==> config.mk <==
export PLATFORM = sky130hd
export DESIGN_NAME = control_seq
export DESIGN_NICKNAME = d
export VERILOG_FILES = /design/src/rtl/control_seq.sv
export SDC_FILE = /design/constraint.sdc
export NUM_CORES = 1
export LEC_CHECK = 0
export ABC_AREA = 1
export CAP_MARGIN = 40
export CORE_UTILIZATION = 35
export CTS_CLUSTER_DIAMETER = 120
export DETAILED_ROUTE_END_ITERATION = 8
export HOLD_SLACK_MARGIN = 0.1
export SETUP_SLACK_MARGIN = 0.3
export SLEW_MARGIN = 20
export SYNTH_ARGS = -nofsm -noshare
export SYNTH_HDL_FRONTEND = slang
export SYNTH_SLANG_ARGS = --single-unit
export TNS_END_PERCENT = 5
==> constraint.sdc <==
create_clock -name clk -period 1.3 [get_ports clk]
set_clock_uncertainty 0.15 [all_clocks]
set_input_delay 0.26 -clock clk [delete_from_list [all_inputs] [get_ports clk]]
set_output_delay 0.26 -clock clk [all_outputs]
set_load 0.03 [all_outputs]
==> src/rtl/control_seq.sv <==
// Instruction sequencer for a small single-cycle datapath: decodes Opcode into
// datapath strobes and steps through boot, free-run, single-step, halt and fault.
module control_seq (
    input  logic        clk,
    input  logic        reset,
    input  logic [5:0]  Opcode,
    input  logic        zero,
    input  logic        run,
    input  logic        step,
    input  logic        resume,
    output logic        s_inc,
    output logic        s_inm,
    output logic        we,
    output logic        wez,
    output logic [2:0]  ALUOp,
    output logic        pc_en,
    output logic        halted,
    output logic        fault,
    output logic [15:0] retired
);

    localparam int unsigned ST_W  = 3;
    localparam int unsigned RET_W = 16;
    localparam int unsigned ALU_W = 3;

    localparam logic [ST_W-1:0] BOOT      = 3'd0;
    localparam logic [ST_W-1:0] EXEC      = 3'd1;
    localparam logic [ST_W-1:0] WAIT_STEP = 3'd2;
    localparam logic [ST_W-1:0] HALT      = 3'd3;
    localparam logic [ST_W-1:0] FAULT     = 3'd4;

    logic [ST_W-1:0]  state_q, state_d;
    logic [RET_W-1:0] retired_q, retired_d;

    logic             s_inc_c, s_inm_c, we_c, wez_c, pc_en_c, halted_c, fault_c;
    logic [ALU_W-1:0] alu_op_c;

    // Opcode classification; Opcode[1:0] carries no control information
    logic [3:0] op_grp;
    logic       is_illegal, is_halt, is_jump, is_ldi;
    logic       unused_opcode_bits;

    assign op_grp             = Opcode[5:2];
    assign is_illegal         = (Opcode[5:4] == 2'b11);
    assign is_halt            = (op_grp == 4'b1011);
    assign is_jump            = (Opcode[5:4] == 2'b10) && (Opcode[3:2] != 2'b11);
    assign is_ldi             = (op_grp == 4'b0000);
    assign unused_opcode_bits = ^Opcode[1:0];

    always_ff @(posedge clk or negedge reset) begin
        if (!reset) begin
            state_q   <= BOOT;
            retired_q <= '0;
        end else begin
            state_q   <= state_d;
            retired_q <= retired_d;
        end
    end

    // Next state, retire count and combinational decode
    always_comb begin
        state_d   = state_q;
        retired_d = retired_q;
        s_inc_c   = 1'b0;
        s_inm_c   = 1'b0;
        we_c      = 1'b0;
        wez_c     = 1'b0;
        alu_op_c  = '0;
        pc_en_c   = 1'b0;
        halted_c  = 1'b0;
        fault_c   = 1'b0;

        case (state_q)
            BOOT: begin
                state_d = run ? EXEC : WAIT_STEP;
            end
            EXEC: begin
                if (is_illegal) begin
                    state_d = FAULT;
                end else begin
                    retired_d = retired_q + RET_W'(1);
                    if (is_halt) begin
                        state_d = HALT;
                    end else begin
                        pc_en_c = 1'b1;
                        state_d = run ? EXEC : WAIT_STEP;
                        if (is_jump) begin
                            case (Opcode[3:2])
                                2'b00:   s_inc_c = 1'b1;
                                2'b01:   s_inc_c = zero;
                                default: s_inc_c = ~zero;
                            endcase
                        end else if (is_ldi) begin
                            s_inm_c = 1'b1;
                            we_c    = 1'b1;
                        end else begin
                            alu_op_c = Opcode[4:2];
                            we_c     = 1'b1;
                            wez_c    = 1'b1;
                        end
                    end
                end
            end
            WAIT_STEP: begin
                if (step || run) begin
                    state_d = EXEC;
                end
            end
            HALT: begin
                halted_c = 1'b1;
                // PC steps past the HALT word in the cycle we leave
                if (resume) begin
                    pc_en_c = 1'b1;
                    state_d = run ? EXEC : WAIT_STEP;
                end
            end
            FAULT: begin
                fault_c = 1'b1;
            end
            default: begin
                state_d = BOOT;
            end
        endcase
    end

    assign s_inc   = s_inc_c;
    assign s_inm   = s_inm_c;
    assign we      = we_c;
    assign wez     = wez_c;
    assign ALUOp   = alu_op_c;
    assign pc_en   = pc_en_c;
    assign halted  = halted_c;
    assign fault   = fault_c;
    assign retired = retired_q;

endmodule

==> results.json <==
{
  "powerDensity_mw_per_mm2": 1630,
  "cp_max_fo": 4,
  "dieArea_mm2": 0.00383,
  "cts_tree": "done",
  "status": "complete, but fails checks",
  "synth_nets": 191,
  "synth_area_mm2": 0.00125,
  "grt_usage_pct": 19.5,
  "coreArea_mm2": 0.00339,
  "crit_path_start_kind": "register",
  "wl_per_cell_um": 11.7,
  "relSlewSlack_pct": 78.9,
  "drt-initial-drc-count": 43,
  "rsz0062_at_grt": "yes",
  "post-route-util_pct": 64.9,
  "clock.fmax_mhz": 479,
  "drt-total-wl_um": 3560,
  "drive_above_1_share_pct": 43.6,
  "viasPerCell": 4.51,
  "critical_path_class": "register to primary output",
  "synth_warnings": 0,
  "dr.pass1.iters": 4,
  "power.leakage_nw": 1.13,
  "htree_levels": 1,
  "finalWorstSetupSlack_ps": -787,
  "clkTransAtPathRegs_ps": 120,
  "syn_to_final_growth_pct": 75.2,
  "die_w_um": 61.9,
  "clk_path_buf_depth": 2,
  "cts_made_buffers": 3,
  "n_antenna_cell": 0,
  "setup_viol": 44,
  "final_common_cell": "nand2_1",
  "vias": 1367,
  "cts_root_buffer": "clkbuf_4",
  "clk_latency_ps": 310,
  "ios": 38,
  "overflow": 0,
  "final_antenna_net_count": 0,
  "die_height_um": 61.9,
  "rows": 21,
  "grt_pass1_wl_um": 5330,
  "cp-end-kind": "primary output",
  "layout_common_cells": "55 x nand2_1, 41 x buf_6, 25 x buf_4",
  "remaining_drc_errors": 0,
  "synthCells": 178,
  "ys_seq_area_share_pct": 37.9,
  "finalCritPeriodShare_pct": 161,
  "nNetsFinal": 271,
  "slew_violations": 0,
  "total_power_mw": 3.58,
  "synth_seq_cells": 19,
  "vdd_drop_max_mv": 0.916,
  "layout_min_cycle_time_ps": 2090,
  "antenna_found_initial": 0,
  "hold_path.class": "primary input to asynchronous set/reset pin",
  "maxCapViolations": 0,
  "worst_pin_slew_ps": 316,
  "start_util_pct": 37.0,
  "syn_area_per_cell_um2": 7.05,
  "gp_congestion": 0.793,
  "synth_cell_types": 22,
  "cts_sinks": 19,
  "grt_max_degree": 20,
  "cp.arrival_ps": 1680,
  "dp_hpwl_um": 2540,
  "crit_required_ps": 890,
  "violations": "setup timing",
  "hold_violations": 0,
  "grt_pass1_vias": 1243,
  "portBuffers": 35
}
==> sequential cells by signal, summed over array words and instances (netlist names) <==
register  cells
retired      16
state_q       3
==> synth_stat cells (all sizes together) <==
library cell | instances | area, um2
clkinv | 1 | 3.75
ha | 1 | 12.5
or2 | 1 | 6.26
nor2 | 29 | 154
a31oi | 1 | 6.26
nand4 | 5 | 31.3
dfrtp | 19 | 475
nand3 | 11 | 55.1
inv | 26 | 97.6
xor2 | 5 | 43.8
xnor2 | 4 | 50.1
o2111ai | 1 | 8.76
o21ai | 8 | 40.0
buf | 1 | 11.3
nand2 | 65 | 259
==> where the power goes <==
group | internal (mW) | leakage, nW | switching (mW)
Combinational | 1.14 | 0.860 | 1.23
Sequential | 0.737 | 0.252 | 0.144
Clock | 0.120 | 0.0150 | 0.200
Total | 2.00 | 1.13 | 1.58
==> kinds of logic after synthesis <==
group / Yosys count / synth area share (%)
simple gates: 111 / 40.3
buf+inv: 28 / 8.97
flops: 19 / 37.9
compound gates: 10 / 4.39
xor+xnor: 9 / 7.48
fa+ha+maj: 1 / 0.997
==> layer usage <==
layer | GRT usage [%] | routed length (um) | vias to the layer above | share of wire, %
met1 | 23.2 | 1520 | 628 | 43
met2 | 36.1 | 1890 | 24 | 53
met5 | 0 | 0 | - | 0
met3 | 3.73 | 87 | 6 | 2.4
met4 | 4.76 | 57 | 0 | 1.6
li1 | - | - | 709 | -
==> per-stage QoR <==
stage | setup slack [ps] | cells | cell area (um2) | hold slack [ps] | setup TNS, ps
3_5_place_dp | -588 | 293 | 1910 | 389 | -11660
3_3_place_gp | -536 | 293 | 1910 | 364 | -10900
2_1_floorplan | -467 | 178 | 1300 | -186 | -4820
6_report | -787 | 303 | 2200 | 136 | -10790
4_1_cts | -756 | 301 | 2160 | 136 | -10070
5_1_grt | -898 | 303 | 2200 | 125 | -13820
==> layout make-up <==
cell class	count	area [um2]
clock buffer	4	26.3
sequential	19	478
timing repair buffer	76	758
inverter	27	105
tap	46	57.6
fill	293	1190
multi-input combinational	131	773
==> critical path, cell delays in order, from the launching register on <==
cell and delay (ps):
dfrtp_1 420, inv_2 70, nand2_2 60, inv_2 80, nand2_4 70, nor2_4 120, clkinvlp_4 200, a31oi_4 190
buf_6 150
==> path summary, 6_finish.rpt <==
kind	start	slack, ps	cells past startpoint	to
setup / recovery	state_q[2]	-790	8	wez
hold / removal	reset	140	2	retired[7]
setup reg to reg	state_q[2]	-340	13	state_q[1]
hold reg to reg	retired[15]	420	2	retired[15]
max in group asynchronous	reset	720	2	retired[14]
min in group clk	Opcode[5]	340	3	state_q[2]
==> timing repair <==
item | in CTS | in global routing
cloned | 0 | 0
setup endpoints to repair | 45 | 45
resized for setup | 57 | 11
hold buffers | 0 | 0
buffers inserted | 4 | 2
pin swaps | 5 | 4
(Power assumes the default switching activity.)
